**src/rtl/bpu_inst_fetch.sv**
```systemverilog
// Instruction fetch unit: IDLE/RUN/HOLD fetch FSM that streams reads into
// a 1-cycle-latency instruction SRAM and queues the returned words, each
// paired with its address, in a small prefetch FIFO for the controller.
// Each read is presented in cycle N, its data arrives in cycle N+1, and the
// entry becomes visible at the FIFO head in cycle N+2.
// Optional feature: define IFU_PERF_CNT_EN to add the stall_cnt output, which
// counts cycles spent in RUN with an empty FIFO.
module bpu_inst_fetch #(
  parameter int DEPTH = 4,
  parameter int AW    = 11
) (
  input  logic          clk,
  input  logic          rst,
  input  logic          start,
  input  logic          halt,
  output logic [AW-1:0] inst_addr,
  output logic          inst_cen,
  output logic          inst_wen,
  input  logic [15:0]   inst_rdata,
  input  logic          redirect,
  input  logic [AW-1:0] redirect_pc,
  output logic          inst_valid,
  output logic [15:0]   inst,
  output logic [AW-1:0] inst_pc,
  input  logic          inst_ready
`ifdef IFU_PERF_CNT_EN
  ,
  output logic [15:0]   stall_cnt
`endif
);

  localparam int PW = $clog2(DEPTH);
  localparam int CW = PW + 1;
  localparam logic [CW:0] LIMIT = (CW+1)'(DEPTH);

  typedef enum logic [1:0] {S_IDLE, S_RUN, S_HOLD} state_t;

  state_t        r_state;
  state_t        w_state_nx;
  logic [AW-1:0] r_fetch_pc;
  logic [AW-1:0] r_addr;
  logic          r_cen;
  logic          r_inflight;   // read data arrives on inst_rdata this cycle
  logic [AW-1:0] r_rd_pc;      // address belonging to that arriving data

  logic [15:0]   r_mem_inst [DEPTH];
  logic [AW-1:0] r_mem_pc   [DEPTH];
  logic [PW-1:0] r_wr_ptr;
  logic [PW-1:0] r_rd_ptr;
  logic [CW-1:0] r_count;

  logic          w_start_acc;
  logic [AW-1:0] w_pc_base;
  logic          w_push;
  logic          w_pop;
  logic          w_valid;
  logic          w_pending;
  logic [CW-1:0] w_count_nx;
  logic          w_issue;

  assign w_valid     = (r_count != '0);
  assign w_start_acc = start && (r_state == S_IDLE) && !redirect;
  assign w_pc_base   = redirect ? redirect_pc : (w_start_acc ? '0 : r_fetch_pc);
  // Data of a read that overlaps a redirect is dropped rather than queued.
  assign w_push      = r_inflight && !redirect;
  assign w_pop       = w_valid && inst_ready;
  // The read presented this cycle will still need a slot after this edge.
  assign w_pending   = !r_cen && !redirect;
  assign w_count_nx  = redirect ? '0 : (r_count + CW'(w_push) - CW'(w_pop));
  // A new read must fit alongside everything already queued or outstanding.
  assign w_issue     = (w_state_nx == S_RUN) &&
                       (({1'b0, w_count_nx} + (CW+1)'(w_pending)) < LIMIT);

  // Next-state decode; redirect overrides every state.
  always_comb begin
    // NOTE: default first so every path assigns w_state_nx and no latch is inferred.
    w_state_nx = r_state;
    if (redirect) begin
      w_state_nx = S_RUN;
    end else begin
      case (r_state)
        S_IDLE:  if (start) w_state_nx = S_RUN;
        S_RUN:   if (halt)  w_state_nx = S_HOLD;
        S_HOLD:  if (!halt) w_state_nx = S_RUN;
        default: w_state_nx = S_IDLE;
      endcase
    end
  end

  // FSM, fetch PC and registered SRAM request; also tracks the outstanding read.
  always_ff @(posedge clk or posedge rst) begin
    // NOTE: state uses non-blocking assignments so all registers update from pre-edge values.
    if (rst) begin
      r_state    <= S_IDLE;
      r_fetch_pc <= '0;
      r_addr     <= '0;
      r_cen      <= 1'b1;
      r_inflight <= 1'b0;
      r_rd_pc    <= '0;
    end else begin
      r_state    <= w_state_nx;
      r_inflight <= w_pending;
      r_rd_pc    <= r_addr;
      r_cen      <= !w_issue;
      if (w_issue) begin
        r_addr     <= w_pc_base;
        r_fetch_pc <= w_pc_base + AW'(1);
      end else begin
        r_fetch_pc <= w_pc_base;
      end
    end
  end

  // FIFO pointers and occupancy; redirect empties the queue.
  always_ff @(posedge clk or posedge rst) begin
    if (rst) begin
      r_wr_ptr <= '0;
      r_rd_ptr <= '0;
      r_count  <= '0;
    end else if (redirect) begin
      r_wr_ptr <= '0;
      r_rd_ptr <= '0;
      r_count  <= '0;
    end else begin
      if (w_push) r_wr_ptr <= r_wr_ptr + PW'(1);
      if (w_pop)  r_rd_ptr <= r_rd_ptr + PW'(1);
      r_count <= w_count_nx;
    end
  end

  // FIFO storage: returned instruction plus the address it was fetched from.
  always_ff @(posedge clk) begin
    // NOTE: storage is not reset; entries are only observed through the count, which is.
    if (w_push) begin
      r_mem_inst[r_wr_ptr] <= inst_rdata;
      r_mem_pc[r_wr_ptr]   <= r_rd_pc;
    end
  end

  assign inst_addr  = r_addr;
  assign inst_cen   = r_cen;
  assign inst_wen   = 1'b1;
  assign inst_valid = w_valid;
  assign inst       = w_valid ? r_mem_inst[r_rd_ptr] : '0;
  assign inst_pc    = w_valid ? r_mem_pc[r_rd_ptr]   : '0;

`ifdef IFU_PERF_CNT_EN
  // Stall counter: cycles in RUN with nothing for the controller, saturating.
  always_ff @(posedge clk or posedge rst) begin
    if (rst) begin
      stall_cnt <= '0;
    end else if (w_start_acc) begin
      stall_cnt <= '0;
    end else if ((r_state == S_RUN) && !w_valid && (stall_cnt != 16'hFFFF)) begin
      stall_cnt <= stall_cnt + 16'd1;
    end
  end
`endif

endmodule

```
**config.mk**
```make
export PLATFORM = sky130hd
export DESIGN_NAME = bpu_inst_fetch
export DESIGN_NICKNAME = d
export VERILOG_FILES = /design/src/rtl/bpu_inst_fetch.sv
export SDC_FILE = /design/constraint.sdc
export NUM_CORES = 1
export LEC_CHECK = 0
export CAP_MARGIN = 40
export CORE_MARGIN = 2
export CORE_UTILIZATION = 52
export CTS_CLUSTER_DIAMETER = 100
export DETAILED_ROUTE_END_ITERATION = 12
export HOLD_SLACK_MARGIN = 0.03
export PLACE_DENSITY = 0.79
export RECOVER_POWER = 100
export SYNTH_ARGS = -nofsm -noshare
export SYNTH_HDL_FRONTEND = slang
export SYNTH_SLANG_ARGS = --single-unit
```
**constraint.sdc**
```tcl
create_clock -name clk -period 4.55 [get_ports clk]
set_clock_uncertainty 0.15 [all_clocks]
set_input_delay 0.91 -clock clk [delete_from_list [all_inputs] [get_ports clk]]
set_output_delay 0.91 -clock clk [all_outputs]
set_load 0.02 [all_outputs]
```
# --- Yosys cells after proc, flatten, opt, wreduce, memory -nomap -nowiden ---
# Memories as Yosys holds them, arrays and structs flattened.
# Index checks and enable logic that the tools add are counted.
# W data, S select, Z words.
classes:
  reduce_logical: 13
  n_eq_ne: 3
  n_lt_le_gt_ge: 1
  muxes: 18
  n_addsub: 6
op_table:
  columns: ["operator", "count"]
  rows:
  - ["$mux W11", 4]
  - ["$mux W16", 1]
  - ["$mux W2", 8]
  - ["$add A11 B1 Y11 const B", 1]
  - ["$logic_and A1 B1 Y1", 6]
  - ["$mux W3", 2]
  - ["$pmux W2 S3", 1]
  - ["$add A2 B1 Y2 const B", 2]
  - ["$add A3 B1 Y4", 1]
  - ["$eq A2 B1 Y1 const B", 2]
  - ["$lt A4 B3 Y1 const B", 1]
  - ["$reduce_bool A2 Y1", 2]
  - ["$add A3 B1 Y3", 1]
  - ["$logic_not A1 Y1", 3]
  - ["$reduce_bool A3 Y1", 1]
  - ["$sub A3 B1 Y3", 1]
  - ["$eq A2 B2 Y1 const B", 1]
  - ["$logic_not A2 Y1", 1]
  - ["$mux W1", 2]
totals:
  wordCells: 52
  mem_count: 2
  register_bits: 44
  output_inout_bits: 41
  ram_bits: 108
memory_table:
  columns: ["name", "words", "width", "read_ports", "rd_ports_with_merged_regs", "write_ports", "line", "text"]
  rows:
  - ["r_mem_inst", 4, 16, 1, 0, 1, "46", "logic [15:0] r_mem_inst [DEPTH];"]
  - ["r_mem_pc", 4, 11, 1, 0, 1, "47", "logic [AW-1:0] r_mem_pc [DEPTH];"]

# --- Depth between registers and ports, before layout ---
# Gate-level depths: netlist (run 1).
depth:
  depth_word: 9
  depth_mapped: 17
  mapped_depth_nobuf: 12

# --- Worst setup path before layout (run 1) ---
# No wires, ideal clock.
synth_path:
  path_type: "input port to flip-flop"
  startpoint: "in redirect"
  endpoint: "reg r_fetch_pc[5]"
  path_slack_ps: 440
  cell_stages: 15
  setup_ps: 129
  arrival_ps: 3831
  cell_sequence: "buf_4 -> buf_8 -> clkbuf_1 -> nor2b_1 -> inv_1 -> ha_1 -> inv_1 -> ha_1 -> fa_1 -> xor3_1 -> or2_2 -> o311a_2 -> inv_2 -> or4_4 -> xnor2_2"
synth_between:
  elab_chain_cells: 9
synth_lines:
  columns: ["item", "line", "text"]
  rows:
  - ["start, declared", "20", "input logic redirect,"]
  - ["$logic_not A1 Y1", "62, 65, 68", null]
  - ["$logic_and A1 B1 Y1", "65", "assign w_push = r_inflight && !redirect;"]
  - ["$add A3 B1 Y3", "69", "assign w_count_nx = redirect ? '0 : (r_count + CW'(w_push) - CW'(w_pop));"]
  - ["$sub A3 B1 Y3", "69", null]
  - ["$mux W3", "69", null]
  - ["$add A3 B1 Y4", "72", "(({1'b0, w_count_nx} + (CW+1)'(w_pending)) < LIMIT);"]
  - ["$lt A4 B3 Y1", "72", null]
  - ["$logic_and A1 B1 Y1", "71", "assign w_issue = (w_state_nx == S_RUN) &&"]
  - ["$mux W11 (*)", "105", "if (w_issue) begin"]
  - ["end signal, assigned", "107", "r_fetch_pc <= w_pc_base + AW'(1);"]
  - ["end signal, assigned", "109", "r_fetch_pc <= w_pc_base;"]
  - ["end, declared", "40", "logic [AW-1:0] r_fetch_pc;"]
# Mark *: on every way between the ends. The rest lies on a longest branch, timed or not.
# A chain may end at the register's enable or synchronous reset.

# --- Final worst setup path (run 1) ---
layout_path:
  startpoint: "reg r_rd_ptr[0]"
  endpoint: "out inst_pc[1]"
layout_between:
  elab_chain_cells: 2
layout_lines:
  columns: ["item", "line", "text"]
  rows:
  - ["start, declared", "49", "logic [PW-1:0] r_rd_ptr;"]
  - ["start signal, assigned", "126", "if (w_pop) r_rd_ptr <= r_rd_ptr + PW'(1);"]
  - ["$mem_v2 Z4 W11", null, null]
  - ["$mux W11", "145", "assign inst_pc = w_valid ? r_mem_pc[r_rd_ptr] : '0;"]
  - ["end, declared", "24", "output logic [AW-1:0] inst_pc,"]
# No other way between the ends.

==> impl_table.tex, run 1 <==
\begin{tabular}{lr}
\hline
Metric & Value \\
\hline
\multicolumn{2}{l}{\textbf{CTS}} \\
Clock tree from TritonCTS & yes \\
CTS root buffer & sky130\_fd\_sc\_hd\_\_clkbuf\_16 \\
CTS sink cnt & 152 \\
CTS resizes & 0 \\
Buffer count from post-CTS setup fixing & 0 \\
H-tree levels & 4 \\
Number of hold-repair buffers added at the cts stage & 0 \\
Number of CTS-inserted buffers & 17 \\
Later-pin clock latency in the skew report & 0.41 ns \\
Clock transition at the registers of the reported paths & 0.06 ns \\
Maximum clock insertion buffer count & 2 \\
\multicolumn{2}{l}{\textbf{Timing}} \\
Count of pins over their slew limit & 112 \\
Final count of hold timing violations & 0 \\
Highest clock rate & 0.248 GHz \\
Final min period & 4.03 ns \\
Max-slew headroom & -17.6\% \\
Finish-stage setup viols & 0 \\
Setup repair after global routing missed its margin & no \\
Worst Max-Slew Pin Slew & 1.76 ns \\
Final sum of negative setup slack & 0 ns \\
Period Utilization, post-route & 88.6\% \\
\multicolumn{2}{l}{\textbf{Worst setup path}} \\
Worst path arrival time & 2.97 ns \\
Type of destination of the critical path & output pin \\
Critical Path Start & r\_rd\_ptr[0] \\
Crit Reg-Reg Startpoint & r\_count[2] \\
Critical path class & reg2out \\
Startpoint type of the worst setup path & flip-flop \\
WP data required & 3.49 ns \\
Maximum fanout encountered on the critical timing path & 19 \\
\multicolumn{2}{l}{\textbf{Yosys}} \\
Share of synthesized area occupied by flip-flops and latches & 71.3\% \\
Area share of the leading cell type in the synthesized netlist & 53.2\% \\
Cell types occupying the most area after synthesis & sky130\_fd\_sc\_hd\_\_edfxtp\_1, sky130\_fd\_sc\_hd\_\_dfrtp\_1, sky130\_fd\_sc\_hd\_\_mux4\_2 \\
Number of flip-flops and latches in the synthesized netlist & 152 \\
Syn Area/Cell & 17.0 sq um \\
Count of synthesis-stage warnings from yosys & 0 \\
Cell type with the highest aggregate area in the netlist & sky130\_fd\_sc\_hd\_\_edfxtp\_1 \\
Library cells used by synthesis & 41 \\
Syn Nets & 399 \\
Post-synthesis instance area & 6100 sq um \\
Post-synthesis instance total & 358 \\
\multicolumn{2}{l}{\textbf{Floorplan}} \\
Width of the die & 112 um \\
Initial cell density of the core & 53.4\% \\
Die Area & 12600 sq um \\
Core footprint & 11400 sq um \\
Die Height & 112 um \\
IO Count & 74 \\
Row count & 39 \\
\multicolumn{2}{l}{\textbf{Flow run}} \\
Count of max-cap constraint violations & 4 \\
\multicolumn{2}{l}{\textbf{Pwr}} \\
Peak supply drop & 0.384 mV \\
Power density normalized to cell area & 618 nW/um\^{}2 \\
Pleak & 2.78 nW \\
\multicolumn{2}{l}{\textbf{Detailed routing}} \\
Vias per cell & 5.39 \\
Detailed-route via count & 3235 \\
Routed length on met1 & 4.97 mm \\
Detailed-route wire length per cell & 18.7 um \\
Number of design-rule violations left by the first detailed-router iteration & 191 \\
ANT nets after route & 0 \\
DR pass1 iterations & 4 \\
Final wirelength & 11.2 mm \\
Uppermost layer routed & met4 \\
DRC violation count after routing & 0 \\
Detail Route met3 WL & 536 um \\
Met2 WL post-DR & 5.60 mm \\
\multicolumn{2}{l}{\textbf{Cells and area}} \\
Layout Nets & 485 \\
Register Area & 4350 sq um \\
Final antenna diode count & 0 \\
Layout cells sized above 1 & 16.0\% \\
Utilization of the core after routing & 65.6\% \\
Area delta synth->final & 22.9\% \\
Final-layout fill cell count & 799 \\
Footprint of the multi-input gates & 1600 sq um \\
\multicolumn{2}{l}{\textbf{Status}} \\
Violations in the final reports & max-capacitance violations, max-slew violations \\
Run status & finished, violations left \\
\multicolumn{2}{l}{\textbf{Global route}} \\
Vias in the first global route & 3497 \\
Leftover overflow at the end of global routing & 0 \\
Antenna violations before repair & 0 \\
Largest net degree at the start of global routing & 30 \\
Wire length of the first global-routing pass & 18.1 mm \\
Overall fraction of global-route tracks in use & 18.9\% \\
\multicolumn{2}{l}{\textbf{Min path}} \\
Worst hold path startpoint & inst\_addr[9] \\
Hold crit path type & reg2reg \\
\multicolumn{2}{l}{\textbf{Place}} \\
Final HPWL DP & 7.03 mm \\
Routability cong. & 0.844 \\
I/O Buffers & 72 \\
\hline
\end{tabular}
## synth_stat cells
master and count:
sky130_fd_sc_hd__nand3_1 2, sky130_fd_sc_hd__buf_8 1, sky130_fd_sc_hd__dfstp_2 1, sky130_fd_sc_hd__conb_1 1
sky130_fd_sc_hd__xnor2_2 1, sky130_fd_sc_hd__o311a_2 1, sky130_fd_sc_hd__nor4_2 3, sky130_fd_sc_hd__mux4_2 27
sky130_fd_sc_hd__or2_2 1, sky130_fd_sc_hd__clkbuf_1 8, sky130_fd_sc_hd__nor4b_1 1, sky130_fd_sc_hd__nor2b_1 4
sky130_fd_sc_hd__xnor2_1 6, sky130_fd_sc_hd__o211ai_1 1, sky130_fd_sc_hd__nor2_1 18, sky130_fd_sc_hd__or3_1 2
sky130_fd_sc_hd__dfrtp_1 43, sky130_fd_sc_hd__ha_1 7, sky130_fd_sc_hd__a31oi_1 1, sky130_fd_sc_hd__buf_4 2
sky130_fd_sc_hd__nor2_2 3, sky130_fd_sc_hd__buf_1 1, sky130_fd_sc_hd__buf_2 4, sky130_fd_sc_hd__fa_1 1
sky130_fd_sc_hd__nor3_1 1, sky130_fd_sc_hd__nand2b_1 3, sky130_fd_sc_hd__inv_2 1, sky130_fd_sc_hd__xor3_1 1
sky130_fd_sc_hd__nor4b_2 1, sky130_fd_sc_hd__edfxtp_1 108, sky130_fd_sc_hd__inv_1 9, sky130_fd_sc_hd__and2_1 32
sky130_fd_sc_hd__buf_6 1, sky130_fd_sc_hd__nand2_1 36, sky130_fd_sc_hd__a21oi_1 1, sky130_fd_sc_hd__nor3b_1 1
sky130_fd_sc_hd__mux2i_1 11, sky130_fd_sc_hd__nand4_1 3, sky130_fd_sc_hd__a2bb2oi_1 1, sky130_fd_sc_hd__or4_4 1
sky130_fd_sc_hd__xor2_1 7
## through the flow
| step | std cells | hold slack [ns] | area, sq um | setup WS, ns | power [mW] |
|---|---|---|---|---|---|
| global placement | 567 | 0.250 | 6990 | 0.426 | 3.40 |
| CTS | 600 | 0.262 | 7550 | 0.681 | 4.73 |
| detailed placement | 568 | 0.244 | 7000 | 0.346 | 3.44 |
| floorplan | 358 | 0.305 | 6100 | 0.440 | 2.82 |
| global route | 600 | 0.267 | 7490 | 0.284 | 4.86 |
| finish | 600 | 0.251 | 7490 | 0.519 | 4.63 |
## worst paths after layout
kind / cells after the start / slack [ns] / end
max in group asynchronous: 3 / 1.71 / r_rd_pc[6]
min reg2reg: 0 / 0.25 / r_rd_pc[9]
min in group asynchronous: 2 / 0.95 / r_inflight
max: 4 / 0.52 / inst_pc[1]
min: 0 / 0.25 / r_rd_pc[9]
max reg2reg: 14 / 0.71 / r_fetch_pc[7]
## critical path, cell delays in order, from the launching register on
cell and delay, ns:
sky130_fd_sc_hd__dfrtp_1 0.80, sky130_fd_sc_hd__buf_4 0.48, sky130_fd_sc_hd__mux4_2 0.56, sky130_fd_sc_hd__and2_1 0.18, sky130_fd_sc_hd__clkdlybuf4s50_1 0.54
## flip-flops by register name, summed over array words and instances, names as in the netlist, 3 cells and up
name / cells
r_count: 3
r_fetch_pc: 11
inst_addr: 11
r_rd_pc: 11
r_mem_pc: 44
r_mem_inst: 64
## cell families (layout without fill, tap and decap cells)
family / count (synthesis) / count (layout) / synth area share [%]
AOI/OAI and AO/OA: 5 / 5 / 0.636
xor gates and xnor gates: 15 / 15 / 2.52
adders and majority gates: 8 / 8 / 1.76
buffers and inverters: 27 / 126 / 2.17
DFF: 152 / 152 / 71.3
muxes: 38 / 38 / 11.8
other: 1 / 1 / 0.0615
and+or+nand+nor: 112 / 112 / 9.81
## where the power goes
part	total (mW)	switching, mW	internal (mW)
Combinational	1.45	0.756	0.698
Sequential	1.91	0.158	1.75
Clock	1.27	0.565	0.707
## cells in the final DEF (no fill, tap or decap), drive strengths merged, types with 3 or more instances in the layout
cell           synthesis  layout
edfxtp               108     108
nor2                  21      21
xnor2                  7       7
dlygate4sd3            0      38
buf                    9       5
clkinv                 0       7
clkinvlp               0       3
nor2b                  4       4
clkdlybuf4s50          0      34
clkbuf                 8      24
nor4                   3       3
mux4                  27      27
and2                  32      32
xor2                   7       7
nand2                 36      36
dfrtp                 43      43
mux2i                 11      11
inv                   10      15
nand4                  3       3
ha                     7       7
nand2b                 3       3
## routing by layer
layer,up-vias,track usage (%)
met5,-,0
met2,96,32.0
met3,15,5.29
li1,1482,-
met1,1642,24.4
met4,0,4.96
## cell type report
cell class                      count  area share, %
Clock inverter                     15           1.60
Sequential cell                   152           58.0
Inverter                           10          0.501
Tap cell                          143           2.39
Clock buffer                       17           5.68
Multi-Input combinational cell    179           21.4
Timing Repair Buffer               84           10.5
No activity file was read; power rests on OpenSTA's default activity.
==> run 2, diff against run 1 <==
--- a/config.mk
+++ b/config.mk
@@ -8,6 +8,7 @@
 export CAP_MARGIN = 40
 export CORE_MARGIN = 2
 export CORE_UTILIZATION = 52
+export CTS_BUF_LIST = sky130_fd_sc_hd__clkbuf_16
 export CTS_CLUSTER_DIAMETER = 100
 export DETAILED_ROUTE_END_ITERATION = 12
 export HOLD_SLACK_MARGIN = 0.03
==> constraint.sdc (replaced) <==
create_clock -name clk -period 4.55 [get_ports clk]
set_clock_uncertainty 0.15 [all_clocks]
set_input_delay 0.91 -clock clk [delete_from_list [all_inputs] [get_ports clk]]
set_output_delay 0.91 -clock clk [all_outputs]
set_load 0.05 [all_outputs]
==> impl_table.tex, run 2 (same netlist as run 1, synthesis figures left out) <==
\begin{tabular}{lr}
\hline
Metric & Value \\
\hline
\multicolumn{2}{l}{\textbf{Status}} \\
Run status & finished, violations left \\
Violations in the final reports & max-capacitance violations, max-slew violations \\
\multicolumn{2}{l}{\textbf{CTS}} \\
Later-pin clock latency in the skew report & 0.41 ns (about the same) \\
CTS root buffer & sky130\_fd\_sc\_hd\_\_clkbuf\_16 \\
Number of hold-repair buffers added at the cts stage & 0 (unchanged) \\
Clock transition at the registers of the reported paths & 0.06 ns (about the same) \\
Number of CTS-inserted buffers & 17 (unchanged) \\
Clock tree from TritonCTS & yes \\
Buffer count from post-CTS setup fixing & 0 (unchanged) \\
CTS sink cnt & 152 (unchanged) \\
CTS resizes & 0 (unchanged) \\
Maximum clock insertion buffer count & 2 (unchanged) \\
H-tree levels & 4 (unchanged) \\
\multicolumn{2}{l}{\textbf{Worst setup path}} \\
Worst path arrival time & 4.26 ns (+1.29 ns) \\
Worst reg2reg endpoint & r\_fetch\_pc[3] \\
Critical path class & in2reg \\
R2R depth & 13 (-1) \\
Delay of the slowest cell on the worst path & 0.57 ns (-0.23 ns) \\
Crit Reg-Reg Startpoint & r\_count[2] \\
Maximum fanout encountered on the critical timing path & 15 (-4) \\
Worst Path Buf+Inv & 4 (+2) \\
Worst path top cell family by delay & buffers and inverters \\
Cell at the slowest stage of the critical path & sky130\_fd\_sc\_hd\_\_dlygate4sd3\_1 \\
Setup slack of the worst register-to-register path & 0.68 ns (-0.03 ns) \\
Chain of cells forming the critical path & dlygate4sd3\_1 -> nor2b\_1 -> inv\_1 -> ha\_1 -> inv\_1 -> ha\_1 -> fa\_1 -> xor3\_1 -> or2\_2 -> o311a\_2 -> clkbuf\_1 -> nand4\_1 -> xnor2\_1 \\
WP data required & 4.70 ns (+1.21 ns) \\
Type of destination of the critical path & flip-flop \\
Startpoint type of the worst setup path & input port \\
\multicolumn{2}{l}{\textbf{Min path}} \\
Worst hold path cell count & 0 (unchanged) \\
Worst hold path startpoint & inst\_addr[8] \\
Hold crit path type & reg2reg \\
Worst hold path endpoint & r\_rd\_pc[8] \\
\multicolumn{2}{l}{\textbf{Cells and area}} \\
Area delta synth->final & 23.9\% \\
Registers with the highest flip-flop counts & r\_mem\_inst (64), r\_mem\_pc (44) \\
Largest register FFs & 64 (unchanged) \\
Layout Nets & 487 (+0.41\%) \\
Count of placed standard cells in the final layout, fillers left out & 602 (+0.33\%) \\
Utilization of the core after routing & 66.2\% (+0.55 points) \\
Most frequent cells in the layout & sky130\_fd\_sc\_hd\_\_edfxtp\_1, sky130\_fd\_sc\_hd\_\_dlygate4sd3\_1, sky130\_fd\_sc\_hd\_\_dfrtp\_1 \\
Layout cells sized above 1 & 16.1\% (+0.15 points) \\
Leading cell type in the layout, fill and taps excluded & sky130\_fd\_sc\_hd\_\_edfxtp\_1 \\
Register with the most flip-flops & r\_mem\_inst \\
Cell area after layout & 7560 sq um (+0.83\%) \\
Final-layout fill cell count & 813 (+1.8\%) \\
Final antenna diode count & 0 (unchanged) \\
\multicolumn{2}{l}{\textbf{Pwr}} \\
Combinational share of power & 35.9\% (+4.5 points) \\
Internal Power & 3.23 mW (+2.5\%) \\
Power density normalized to cell area & 680 nW/um\^{}2 (+10\%) \\
Sequential share of power & 37.2\% (-4.0 points) \\
Clock share of power & 26.9\% (-0.6 points) \\
Switching share of total power & 37.1\% (+5.2 points) \\
Reported net switching power & 1.91 mW (+29\%) \\
Peak supply drop & 0.411 mV (+6.8\%) \\
Pleak & 2.84 nW (+2.4\%) \\
Tot Pwr & 5.14 mW (+11\%) \\
\multicolumn{2}{l}{\textbf{Timing}} \\
Period Utilization, post-route & 90.4\% (+1.8 points) \\
Setup repair after global routing missed its margin & no \\
Final sum of negative setup slack & 0 ns (unchanged) \\
Max-slew headroom & -10.1\% (+7.5 points) \\
Worst Hold Slack & 0.261 ns (+0.0106 ns) \\
Final count of hold timing violations & 0 (unchanged) \\
Finish-stage setup viols & 0 (unchanged) \\
Worst Max-Slew Pin Slew & 1.65 ns (-0.113 ns) \\
Highest clock rate & 0.243 GHz (-2.0\%) \\
Final min period & 4.11 ns (+0.0806 ns) \\
Post-route setup slack & 0.439 ns (-0.0806 ns) \\
Count of pins over their slew limit & 28 (-75\%) \\
\multicolumn{2}{l}{\textbf{Detailed routing}} \\
Vias per cell & 5.31 (-1.6\%) \\
Detailed-route wire length per cell & 18.1 um (-3.3\%) \\
ANT nets after route & 0 (unchanged) \\
Number of design-rule violations left by the first detailed-router iteration & 129 (-32\%) \\
DRC violation count after routing & 0 (unchanged) \\
Detailed-route via count & 3195 (-1.2\%) \\
Final wirelength & 10.9 mm (-2.9\%) \\
DR pass1 iterations & 4 (unchanged) \\
\multicolumn{2}{l}{\textbf{Place}} \\
Total instance count after detailed placement & 570 (+0.35\%) \\
Total placed instance area & 7040 sq um (+0.50\%) \\
Worst-case setup slack after placement & 0.310 ns (-0.0364 ns) \\
Routability cong. & 0.842 (-0.19\%) \\
I/O Buffers & 72 (unchanged) \\
Final HPWL DP & 6.75 mm (-3.9\%) \\
\multicolumn{2}{l}{\textbf{Flow run}} \\
Count of max-cap constraint violations & 1 (-3) \\
\multicolumn{2}{l}{\textbf{Global route}} \\
Antenna violations before repair & 0 (unchanged) \\
Overall fraction of global-route tracks in use & 19.2\% (+0.27 points) \\
Wire length of the first global-routing pass & 18.3 mm (+1.1\%) \\
Leftover overflow at the end of global routing & 0 (unchanged) \\
Vias in the first global route & 3493 (-0.11\%) \\
Largest net degree at the start of global routing & 30 (unchanged) \\
\multicolumn{2}{l}{\textbf{Floorplan}} \\
Width of the die & 112 um (unchanged) \\
IO Count & 74 (unchanged) \\
Initial cell density of the core & 53.4\% (unchanged) \\
Die Height & 112 um (unchanged) \\
Row count & 39 (unchanged) \\
Die Area & 12600 sq um (unchanged) \\
Core footprint & 11400 sq um (unchanged) \\
\hline
\end{tabular}
run 2: changes by cell type in the layout (fill, tap and decap cells not counted), sizes merged:
cell           change
inv                +3
clkbuf             +1
bufinv             +2
clkdlybuf4s50     -19
buf                +1
clkinv             -5
dlygate4sd3       +19
run 2: power by group through the flow:
stage                     logic [mW]  clock network [mW]  registers, mW
after CTS                       1.97                1.41           1.92
after global placement          1.92                   0           1.92
after global routing            1.97                1.47           1.94
final                           1.85                1.38           1.91
after floorplan                 1.22                   0           2.04
after detailed placement        1.95                   0           1.94
run 2: routing by layer:
layer	wire length (um)	part of all wire, %	global-route usage, %
met4	138	1.3	6.50
met5	0	0	0
met2	5520	51	30.9
met1	4750	44	25.7
met3	503	4.6	5.18
run 2: area by class of cell:
cell class	instances	area (sq um)	area share, %
clock buffer	17	425	5.63
clock inverter	15	168	2.22
inverter	10	37.5	0.497
multi-input combinational	179	1600	21.2
sequential	152	4350	57.5
tap	143	179	2.37
timing repair buffer	86	796	10.5
run 2: worst max-delay path by stage:
stage	depth (start not counted)	endpoint	from	slack, ns
finish	13	r_fetch_pc[3]	redirect	0.44
global route	13	r_fetch_pc[3]	redirect	0.27
CTS	4	inst[1]	r_rd_ptr[0]	0.60
detailed placement	14	r_fetch_pc[8]	redirect	0.31
global placement	13	r_fetch_pc[5]	redirect	0.43
floorplan	15	r_fetch_pc[5]	redirect	0.44
